## src/rtl/hash_arbiter_if.sv

```systemverilog
// Requester-side and core-side signal bundle for the shared SHAKE core arbiter.
// The slave modport is the arbiter view; the master modport is the environment view.
interface hash_arbiter_if #(
    parameter int N_REQ      = 3,
    parameter int IO_WIDTH   = 32,
    parameter int ADDR_WIDTH = 10
);
    logic [N_REQ-1:0]          i_req_start;
    logic [N_REQ*32-1:0]       i_req_input_length;
    logic [N_REQ*32-1:0]       i_req_output_length;
    logic [N_REQ*IO_WIDTH-1:0] i_req_data_in;
    logic [ADDR_WIDTH-1:0]     o_req_addr;
    logic [N_REQ-1:0]          o_req_rd_en;
    logic [IO_WIDTH-1:0]       o_req_data_out;
    logic [N_REQ-1:0]          o_req_data_out_valid;
    logic [N_REQ-1:0]          i_req_data_out_ready;
    logic [N_REQ-1:0]          i_req_force_done;
    logic [N_REQ-1:0]          o_req_force_done_ack;
    logic [N_REQ-1:0]          o_grant;
    logic                      o_busy;
    logic [IO_WIDTH-1:0]       o_hash_data_in;
    logic [31:0]               o_hash_input_length;
    logic [31:0]               o_hash_output_length;
    logic                      o_hash_start;
    logic                      o_hash_data_out_ready;
    logic                      o_hash_force_done;
    logic [ADDR_WIDTH-1:0]     i_hash_addr;
    logic                      i_hash_rd_en;
    logic [IO_WIDTH-1:0]       i_hash_data_out;
    logic                      i_hash_data_out_valid;
    logic                      i_hash_force_done_ack;

    modport slave (
        input  i_req_start, i_req_input_length, i_req_output_length, i_req_data_in,
               i_req_data_out_ready, i_req_force_done,
               i_hash_addr, i_hash_rd_en, i_hash_data_out, i_hash_data_out_valid,
               i_hash_force_done_ack,
        output o_req_addr, o_req_rd_en, o_req_data_out, o_req_data_out_valid,
               o_req_force_done_ack, o_grant, o_busy,
               o_hash_data_in, o_hash_input_length, o_hash_output_length, o_hash_start,
               o_hash_data_out_ready, o_hash_force_done
    );

    modport master (
        output i_req_start, i_req_input_length, i_req_output_length, i_req_data_in,
               i_req_data_out_ready, i_req_force_done,
               i_hash_addr, i_hash_rd_en, i_hash_data_out, i_hash_data_out_valid,
               i_hash_force_done_ack,
        input  o_req_addr, o_req_rd_en, o_req_data_out, o_req_data_out_valid,
               o_req_force_done_ack, o_grant, o_busy,
               o_hash_data_in, o_hash_input_length, o_hash_output_length, o_hash_start,
               o_hash_data_out_ready, o_hash_force_done
    );
endinterface

```

## src/rtl/hash_arbiter.sv

```systemverilog
// Round-robin arbiter sharing one SHAKE core among N_REQ requesters.
// Only grant, state, pending and the round-robin pointer are registered; routing is combinational.
module hash_arbiter #(
    parameter int N_REQ      = 3,
    parameter int IO_WIDTH   = 32,
    parameter int ADDR_WIDTH = 10
) (
    input  logic           i_clk,
    input  logic           i_rst_n,
    hash_arbiter_if.slave  bus
);
    localparam int RR_W = (N_REQ > 1) ? $clog2(N_REQ) : 1;

    localparam logic [1:0] IDLE    = 2'd0;
    localparam logic [1:0] LAUNCH  = 2'd1;
    localparam logic [1:0] BUSY    = 2'd2;
    localparam logic [1:0] RELEASE = 2'd3;

    logic [1:0]       state_r, state_nxt_s;
    logic [N_REQ-1:0] grant_r, grant_nxt_s;
    logic [N_REQ-1:0] pend_r, pend_nxt_s;
    logic [RR_W-1:0]  rr_r, rr_nxt_s;

    logic [RR_W-1:0]  owner_s;
    logic [N_REQ-1:0] req_vec_s;
    logic [N_REQ-1:0] pick_s;
    logic             active_s;
    logic             in_busy_s;
    logic             in_release_s;
    logic             owner_done_s;

    assign req_vec_s    = pend_r | bus.i_req_start;
    assign active_s     = (state_r != IDLE);
    assign in_busy_s    = (state_r == BUSY);
    assign in_release_s = (state_r == RELEASE);
    assign owner_done_s = |(bus.i_req_force_done & grant_r);

    // Encode the one-hot grant into an owner index used for slice selection.
    always_comb begin
        owner_s = {RR_W{1'b0}};
        for (int i = 0; i < N_REQ; i++) begin
            owner_s = owner_s | (grant_r[i] ? RR_W'(i) : {RR_W{1'b0}});
        end
    end

    // Round-robin pick: first requesting bit at or after rr, wrapping.
    always_comb begin
        logic found;
        logic hit;
        int   idx;
        pick_s = {N_REQ{1'b0}};
        found  = 1'b0;
        hit    = 1'b0;
        idx    = 0;
        for (int i = 0; i < N_REQ; i++) begin
            idx         = int'(rr_r) + i;
            idx         = (idx >= N_REQ) ? (idx - N_REQ) : idx;
            hit         = !found && req_vec_s[idx];
            pick_s[idx] = pick_s[idx] | hit;
            found       = found | hit;
        end
    end

    // Next-state, grant and pointer decisions.
    always_comb begin
        state_nxt_s = state_r;
        grant_nxt_s = grant_r;
        rr_nxt_s    = rr_r;
        case (state_r)
            IDLE: begin
                if (|req_vec_s) begin
                    grant_nxt_s = pick_s;
                    state_nxt_s = LAUNCH;
                end else begin
                    state_nxt_s = IDLE;
                end
            end
            LAUNCH: begin
                state_nxt_s = BUSY;
            end
            BUSY: begin
                if (owner_done_s) begin
                    state_nxt_s = RELEASE;
                end else begin
                    state_nxt_s = BUSY;
                end
            end
            RELEASE: begin
                if (bus.i_hash_force_done_ack) begin
                    rr_nxt_s    = (int'(owner_s) == N_REQ - 1) ? {RR_W{1'b0}} : owner_s + RR_W'(1);
                    grant_nxt_s = {N_REQ{1'b0}};
                    state_nxt_s = IDLE;
                end else begin
                    state_nxt_s = RELEASE;
                end
            end
            default: begin
                grant_nxt_s = {N_REQ{1'b0}};
                state_nxt_s = IDLE;
            end
        endcase
    end

    // A start from the current owner is dropped; the owner's pending bit clears at launch.
    always_comb begin
        pend_nxt_s = pend_r | (bus.i_req_start & ~grant_r);
        if (state_r == LAUNCH) begin
            pend_nxt_s = pend_nxt_s & ~grant_r;
        end else begin
            pend_nxt_s = pend_nxt_s;
        end
    end

    // Arbiter state registers.
    always_ff @(posedge i_clk or negedge i_rst_n) begin
        if (!i_rst_n) begin
            state_r <= IDLE;
            grant_r <= {N_REQ{1'b0}};
            pend_r  <= {N_REQ{1'b0}};
            rr_r    <= {RR_W{1'b0}};
        end else begin
            state_r <= state_nxt_s;
            grant_r <= grant_nxt_s;
            pend_r  <= pend_nxt_s;
            rr_r    <= rr_nxt_s;
        end
    end

    assign bus.o_grant             = grant_r;
    assign bus.o_busy              = active_s;
    assign bus.o_hash_start        = (state_r == LAUNCH);
    assign bus.o_hash_force_done   = in_release_s;
    assign bus.o_hash_input_length  = active_s ? bus.i_req_input_length[int'(owner_s)*32 +: 32]  : 32'd0;
    assign bus.o_hash_output_length = active_s ? bus.i_req_output_length[int'(owner_s)*32 +: 32] : 32'd0;
    assign bus.o_hash_data_in      = active_s ? bus.i_req_data_in[int'(owner_s)*IO_WIDTH +: IO_WIDTH]
                                              : {IO_WIDTH{1'b0}};

    // Core return traffic reaches only the owner while a job runs.
    assign bus.o_req_addr            = active_s  ? bus.i_hash_addr     : {ADDR_WIDTH{1'b0}};
    assign bus.o_req_data_out        = active_s  ? bus.i_hash_data_out : {IO_WIDTH{1'b0}};
    assign bus.o_req_rd_en           = in_busy_s ? (grant_r & {N_REQ{bus.i_hash_rd_en}})          : {N_REQ{1'b0}};
    assign bus.o_req_data_out_valid  = in_busy_s ? (grant_r & {N_REQ{bus.i_hash_data_out_valid}}) : {N_REQ{1'b0}};
    assign bus.o_hash_data_out_ready = in_busy_s & (|(bus.i_req_data_out_ready & grant_r));
    assign bus.o_req_force_done_ack  = (in_release_s && bus.i_hash_force_done_ack) ? grant_r : {N_REQ{1'b0}};
endmodule

```

## src/flat_wrapper.sv

```systemverilog
// flat-port wrapper written by rule: the top's interface ports become plain ports
module hash_arbiter_flat 
#(
    parameter int N_REQ      = 3,
    parameter int IO_WIDTH   = 32,
    parameter int ADDR_WIDTH = 10
)
  (i_clk, i_rst_n, bus_i_req_start, bus_i_req_input_length, bus_i_req_output_length, bus_i_req_data_in, bus_i_req_data_out_ready, bus_i_req_force_done, bus_i_hash_addr, bus_i_hash_rd_en, bus_i_hash_data_out, bus_i_hash_data_out_valid, bus_i_hash_force_done_ack, bus_o_req_addr, bus_o_req_rd_en, bus_o_req_data_out, bus_o_req_data_out_valid, bus_o_req_force_done_ack, bus_o_grant, bus_o_busy, bus_o_hash_data_in, bus_o_hash_input_length, bus_o_hash_output_length, bus_o_hash_start, bus_o_hash_data_out_ready, bus_o_hash_force_done);
  hash_arbiter_if #(.N_REQ(N_REQ), .IO_WIDTH(IO_WIDTH), .ADDR_WIDTH(ADDR_WIDTH)) bus_i ();
  input  logic i_clk;
  input  logic i_rst_n;
  input wire logic [$bits(bus_i.i_req_start)-1:0] bus_i_req_start;
  input wire logic [$bits(bus_i.i_req_input_length)-1:0] bus_i_req_input_length;
  input wire logic [$bits(bus_i.i_req_output_length)-1:0] bus_i_req_output_length;
  input wire logic [$bits(bus_i.i_req_data_in)-1:0] bus_i_req_data_in;
  input wire logic [$bits(bus_i.i_req_data_out_ready)-1:0] bus_i_req_data_out_ready;
  input wire logic [$bits(bus_i.i_req_force_done)-1:0] bus_i_req_force_done;
  input wire logic [$bits(bus_i.i_hash_addr)-1:0] bus_i_hash_addr;
  input wire logic [$bits(bus_i.i_hash_rd_en)-1:0] bus_i_hash_rd_en;
  input wire logic [$bits(bus_i.i_hash_data_out)-1:0] bus_i_hash_data_out;
  input wire logic [$bits(bus_i.i_hash_data_out_valid)-1:0] bus_i_hash_data_out_valid;
  input wire logic [$bits(bus_i.i_hash_force_done_ack)-1:0] bus_i_hash_force_done_ack;
  output wire logic [$bits(bus_i.o_req_addr)-1:0] bus_o_req_addr;
  output wire logic [$bits(bus_i.o_req_rd_en)-1:0] bus_o_req_rd_en;
  output wire logic [$bits(bus_i.o_req_data_out)-1:0] bus_o_req_data_out;
  output wire logic [$bits(bus_i.o_req_data_out_valid)-1:0] bus_o_req_data_out_valid;
  output wire logic [$bits(bus_i.o_req_force_done_ack)-1:0] bus_o_req_force_done_ack;
  output wire logic [$bits(bus_i.o_grant)-1:0] bus_o_grant;
  output wire logic [$bits(bus_i.o_busy)-1:0] bus_o_busy;
  output wire logic [$bits(bus_i.o_hash_data_in)-1:0] bus_o_hash_data_in;
  output wire logic [$bits(bus_i.o_hash_input_length)-1:0] bus_o_hash_input_length;
  output wire logic [$bits(bus_i.o_hash_output_length)-1:0] bus_o_hash_output_length;
  output wire logic [$bits(bus_i.o_hash_start)-1:0] bus_o_hash_start;
  output wire logic [$bits(bus_i.o_hash_data_out_ready)-1:0] bus_o_hash_data_out_ready;
  output wire logic [$bits(bus_i.o_hash_force_done)-1:0] bus_o_hash_force_done;
  assign bus_i.i_req_start = bus_i_req_start;
  assign bus_i.i_req_input_length = bus_i_req_input_length;
  assign bus_i.i_req_output_length = bus_i_req_output_length;
  assign bus_i.i_req_data_in = bus_i_req_data_in;
  assign bus_i.i_req_data_out_ready = bus_i_req_data_out_ready;
  assign bus_i.i_req_force_done = bus_i_req_force_done;
  assign bus_i.i_hash_addr = bus_i_hash_addr;
  assign bus_i.i_hash_rd_en = bus_i_hash_rd_en;
  assign bus_i.i_hash_data_out = bus_i_hash_data_out;
  assign bus_i.i_hash_data_out_valid = bus_i_hash_data_out_valid;
  assign bus_i.i_hash_force_done_ack = bus_i_hash_force_done_ack;
  assign bus_o_req_addr = bus_i.o_req_addr;
  assign bus_o_req_rd_en = bus_i.o_req_rd_en;
  assign bus_o_req_data_out = bus_i.o_req_data_out;
  assign bus_o_req_data_out_valid = bus_i.o_req_data_out_valid;
  assign bus_o_req_force_done_ack = bus_i.o_req_force_done_ack;
  assign bus_o_grant = bus_i.o_grant;
  assign bus_o_busy = bus_i.o_busy;
  assign bus_o_hash_data_in = bus_i.o_hash_data_in;
  assign bus_o_hash_input_length = bus_i.o_hash_input_length;
  assign bus_o_hash_output_length = bus_i.o_hash_output_length;
  assign bus_o_hash_start = bus_i.o_hash_start;
  assign bus_o_hash_data_out_ready = bus_i.o_hash_data_out_ready;
  assign bus_o_hash_force_done = bus_i.o_hash_force_done;
  hash_arbiter #(.N_REQ(N_REQ), .IO_WIDTH(IO_WIDTH), .ADDR_WIDTH(ADDR_WIDTH)) u_core (.i_clk(i_clk), .i_rst_n(i_rst_n), .bus(bus_i));
endmodule
```

## config.mk

```make
export PLATFORM = sky130hd
export DESIGN_NAME = hash_arbiter_flat
export DESIGN_NICKNAME = d
export VERILOG_FILES = /design/src/rtl/hash_arbiter_if.sv /design/src/rtl/hash_arbiter.sv /design/src/flat_wrapper.sv
export SDC_FILE = /design/constraint.sdc
export NUM_CORES = 1
export LEC_CHECK = 0
export CORE_AREA = 3 3 191 193
export DETAILED_ROUTE_END_ITERATION = 7
export DIE_AREA = 0 0 194 196
export GPL_TIMING_DRIVEN = 0
export SETUP_SLACK_MARGIN = 0.15
export SYNTH_ARGS = -nofsm -noshare
export SYNTH_HDL_FRONTEND = slang
export SYNTH_SLANG_ARGS = --single-unit
```

## constraint.sdc

```tcl
create_clock -name i_clk -period 3.7 [get_ports i_clk]
set_input_delay 0.555 -clock i_clk [delete_from_list [all_inputs] [get_ports i_clk]]
set_output_delay 0.555 -clock i_clk [all_outputs]
set_load 0.05 [all_outputs]
```

# ---- After elaboration in Yosys (flattened, before gate mapping)
# Index checks and enable logic that the tools add are counted.
dict set report totals {
  out_inout_bits 154
  elab_cells 108
  reg_bits 10
}
dict set report op_classes {
  shifts 3
  magnitude_cmp 9
  n_reduce_logical 16
  mux 48
  add_sub_neg 6
  bitwise_logic 16
  n_eq_ne 6
}
# cell count
set ops {}
lappend ops {{$shiftx 96x8->32} 3}
lappend ops {{$mux 32} 7}
lappend ops {{$ge 32x1->1 const B} 3}
lappend ops {{$lt 32x4->1 const B} 3}
lappend ops {{$ge 32x3->1 const B} 2}
lappend ops {{$sub 32x3->32 const B} 2}
lappend ops {{$and 3x3->3} 7}
lappend ops {{$mux 1} 18}
lappend ops {{$mux 3} 6}
lappend ops {{$bmux 1 s2} 6}
lappend ops {{$mux 10} 1}
lappend ops {{$reduce_or 3->1} 3}
lappend ops {{$pmux 2 s4} 1}
lappend ops {{$bwmux 3} 2}
lappend ops {{$demux 1 s2} 3}
lappend ops {{$eq 2x2->1 const B} 3}
lappend ops {{$logic_and 1x1->1} 6}
lappend ops {{$mux 2} 3}
lappend ops {{$or 3x3->3} 2}
lappend ops {{$pmux 3 s2} 1}
lappend ops {{$or 1x1->1} 4}
lappend ops {{$reduce_bool 2->1} 2}
lappend ops {{$add 2x1->3 const B} 1}
lappend ops {{$add 2x2->3 const B} 1}
lappend ops {{other kinds (13)} 14}

# ---- Longest topological paths before layout
dict set report depth {
  ltp_word 19
  depth_mapped 7
}

# ---- Worst setup path after synthesis
# Ideal clock, no wire load.
dict set report synth_path {
  path_kind {register to output}
  from {reg u_core.grant_r[2], in the netlist u_core.bus.o_grant[2]}
  to {out bus_o_hash_input_length[0]}
  setup_slack_ns 0.884
  path_stages_with_launch 8
  t_arrival_ns 2.261
  n_path_buf 4
  path_cell_list {dfrtp_1 -> clkbuf_1 -> nor2b_1 -> clkbuf_1 -> buf_2 -> buf_2 -> a21oi_1 -> nor2_1}
}
dict set report synth_between {
  elab_chain_cells 4
}
# element line_no
set synth_rtl {}
lappend synth_rtl {{start: declaration} hash_arbiter.sv:20} ;# logic [N_REQ-1:0] grant_r, grant_nxt_s;
lappend synth_rtl {{start signal: assignment} hash_arbiter.sv:118} ;# grant_r <= {N_REQ{1'b0}};
lappend synth_rtl {{start signal: assignment} hash_arbiter.sv:123} ;# grant_r <= grant_nxt_s;
lappend synth_rtl {{$mux 2} hash_arbiter.sv:42} ;# owner_s = owner_s | (grant_r[i] ? RR_W'(i) : {RR_W{1'b0}});
lappend synth_rtl {{$or 2x2->2} hash_arbiter.sv:42}
lappend synth_rtl {{$shiftx 96x8->32} hash_arbiter.sv:133} ;# assign bus.o_hash_input_length = active_s ? bus.i_req_input_length[int'(owner_s)*32 +: 32] : 32'd0;
lappend synth_rtl {{$mux 32} hash_arbiter.sv:133}
lappend synth_rtl {{end: declaration} flat_wrapper.sv:31} ;# output wire logic [$bits(bus_i.o_hash_input_length)-1:0] bus_o_hash_input_length;
# Every way passes these cells.

# ---- Worst setup path in the final report
dict set report layout_path {
  from {reg u_core.grant_r[2], in the netlist u_core.bus.o_grant[2]}
  to {out bus_o_hash_output_length[18]}
}
dict set report layout_between {
  elab_chain_cells 4
}
# element line_no
set layout_rtl {}
lappend layout_rtl {{$mux 2} hash_arbiter.sv:42}
lappend layout_rtl {{$or 2x2->2} hash_arbiter.sv:42}
lappend layout_rtl {{$shiftx 96x8->32} hash_arbiter.sv:134} ;# assign bus.o_hash_output_length = active_s ? bus.i_req_output_length[int'(owner_s)*32 +: 32] : 32'd0;
lappend layout_rtl {{$mux 32} hash_arbiter.sv:134}
lappend layout_rtl {{end: declaration} flat_wrapper.sv:32} ;# output wire logic [$bits(bus_i.o_hash_output_length)-1:0] bus_o_hash_output_length;
# Every way passes these cells.

==> results.sh <==
export IMPL_leakage_uw=0.00396
export IMPL_fin_crit_ns=3.37
export IMPL_overflow=0
export IMPL_clk_latency_ns=0.23
export IMPL_yosysTopAreaCell="mux2i_1"
export IMPL_track_usage=0.129
export IMPL_crit_path_end_kind="output port"
export IMPL_synth_ff_type="dfrtp_1"
export IMPL_htreeDepth=1
export IMPL_seqCellArea_um2=250
export IMPL_syn_inst=573
export IMPL_pre_cts_slack_ns=-0.237
export IMPL_fmax_ghz=0.296
export IMPL_coreArea_um2=34700
export IMPL_wl_per_cell_um=17.8
export IMPL_first_pass_iters=5
export IMPL_cp_start_kind="flip-flop"
export IMPL_dpl_hpwl_mm=23.1
export IMPL_cp_num_buf_inv=4
export IMPL_drt_iter0_markers=238
export IMPL_grt_pass1_wl_mm=38.0
export IMPL_setup_viol=0
export IMPL_dp_cells=1525
export IMPL_critPathKind="flip-flop to output port"
export IMPL_yosysWarnings=0
export IMPL_num_vias=6022
export IMPL_ys_async_sr_fraction=1.00
export IMPL_drc=0
export IMPL_yosysMostFrequentCell="nor2_1"
export IMPL_nFillCells=3822
export IMPL_synth_commonest_cells="nor2_1, a21oi_1, mux2i_1"
export IMPL_cts_root_buf="clkbuf_16"
export IMPL_rsz0062_at_grt="true"
export IMPL_die_w_um=194
export IMPL_cts_path_max_buffers=2
export IMPL_portBuffers=497
export IMPL_synthToLayoutAreaGrowth_pct=160
export IMPL_die_h_um=196
export IMPL_drive_gt1_frac=0.0680
export IMPL_cp_max_fo=10
export IMPL_multiInputGateArea_um2=2960
export IMPL_synth_top_area_share=0.281
export IMPL_power_density_nw_per_um2=781
export IMPL_timing_final_ws_setup_ns=0.327
export IMPL_ir_worst_vdd_v=0.000411
export IMPL_yosysUniqueCellTypes=40
export IMPL_min_from="u_core.rr_r[1]"
export IMPL_cp_common_cell="clkbuf_1"
export IMPL_clock_skew_ns=0.000552
export IMPL_final_nets=1422
export IMPL_clkSlewWorstSetupHoldPaths_ns=0.04
export IMPL_drv_slew=0
export IMPL_slowest_stage="clkdlybuf4s50_1"
export IMPL_ant_nets=0
export IMPL_outcome="finished clean"
export IMPL_relSlewSlack=0.538
export IMPL_io_pins=498
export IMPL_dieArea_um2=38000
export IMPL_num_rows=68
export IMPL_cts_tree="done"
export IMPL_yosys_register_bits=10
export IMPL_synth_area_um2=3450
export IMPL_numCtsBuffers=3
export IMPL_vias_per_cell=3.94
export IMPL_synth_edff_count=0
export IMPL_cts_setup_buffers=0
export IMPL_hold_violations=0
export IMPL_required_ns=3.14
export IMPL_drt_total_wl_mm=27.1
export IMPL_path_cells="clkbuf_1, nor2b_1, clkbuf_1, clkbuf_2, a21oi_1, nor2_1, clkdlybuf4s50_1"
export IMPL_whs_ns=0.525
export IMPL_crit_start="u_core.bus.o_grant[2]"
export IMPL_drv_cap=0
export IMPL_cp_top_family="buffers and inverters"
export IMPL_ys_seq_area_frac=0.0725
export IMPL_netlist_top_cells_area="mux2i_1, nor2_1, a21oi_1, and2_1, dfrtp_1"
export IMPL_timing_rr_start="u_core.state_r[1]"
export IMPL_timing_final_crit_share=0.912
export IMPL_clock_sinks=10
export IMPL_start_util=0.0994
export IMPL_place_congestion=0.934
export IMPL_cpPeakStageDelay_ns=0.83
export IMPL_grt_max_degree=11
export IMPL_cp_arrival_ns=2.82
export IMPL_synth_fp_nets=920
export IMPL_final_cells=1529
export IMPL_first_global_vias=6069
export IMPL_antenna_found_initial=0
export IMPL_utilization=0.258
export IMPL_avgSynthCellArea_um2=6.02
export IMPL_worst_pin_slew_ns=0.693
export IMPL_worstHoldPathType="flip-flop to flip-flop"
tightest hold or removal path, delay by kind of cell (launching register included):
family / cells / cell delay [ns]
AOI/OAI and AO/OA: 1 / 0.06
and+or+nand+nor: 1 / 0.07
DFF: 1 / 0.36
metrics by stage:
stage | total power (uW) | instance area (um^2) | setup TNS, ns
2_1_floorplan | 4660 | 3450 | 0
3_3_place_gp | 7170 | 8990 | -0.518
3_5_place_dp | 7190 | 8990 | -0.911
4_1_cts | 7150 | 9010 | 0
5_1_grt | 7400 | 8960 | 0
6_report | 7000 | 8960 | 0
logic make-up (layout without fill, tap and decap cells):
family / Yosys count / in the layout / share of synthesized area
compound gates: 125 / 125 / 0.205
fa+ha+maj: 3 / 3 / 0.0109
buf+inv: 57 / 557 / 0.0686
flops: 10 / 10 / 0.0725
mux: 97 / 97 / 0.281
other cells: 0 / 1 / 0
simple gates: 281 / 281 / 0.362
final cells by class:
type | instances | share of cell area
repair buffers | 497 | 0.541
well taps | 455 | 0.0635
clock buffers | 3 | 0.00837
flip-flops and latches | 10 | 0.0279
multi-input cells | 506 | 0.330
diodes | 1 | 0.000279
plain buffers | 51 | 0.0255
inverters | 6 | 0.00251
layer usage:
| layer | wire (um) | global-route usage |
|---|---|---|
| met5 | 0 | 0 |
| met4 | 958 | 0.0447 |
| met3 | 1980 | 0.0258 |
| met2 | 13200 | 0.230 |
| met1 | 11000 | 0.155 |
power by group:
part	switching, uW	internal [uW]
registers	47.8	151
logic	4590	2030
clock network	48.5	140
total	4680	2320
sequential cells by signal, summed over array words and instances (netlist names):
signal and cells:
u_core.pend_r 3, u_core.rr_r 2, u_core.state_r 2, u_core.bus.o_grant 3
what timing repair did:
item                       4_1_cts  5_1_grt
gates resized for setup         73      117
setup endpoints to repair       95       83
pin swaps                        0        0
hold buffers                     0        0
path summary, 6_finish.rpt:
path	slack, ns	cells past startpoint	to
min in group asynchronous	0.65	1	u_core.pend_r[1]
max in group asynchronous	2.73	1	u_core.bus.o_grant[1]
hold / removal	0.53	2	u_core.rr_r[1]
setup / recovery	0.33	7	bus_o_hash_output_length[18]
setup reg to reg	1.54	5	u_core.bus.o_grant[0]
hold reg to reg	0.53	2	u_core.rr_r[1]
cell usage in the layout (no fill, tap or decap), types with 4 or more instances in the layout:
cell / n
nor2_1: 202
and3_1: 7
dlygate4sd2_1: 18
and2_1: 44
nand3_1: 5
buf_2: 16
nand2_1: 5
clkbuf_1: 19
buf_1: 8
clkbuf_2: 43
inv_1: 5
nor2b_1: 4
dlymetal6s2s_1: 35
mux2i_1: 97
dfrtp_1: 10
clkdlybuf4s50_1: 402
a21oi_1: 103
(Power assumes the default switching activity.)
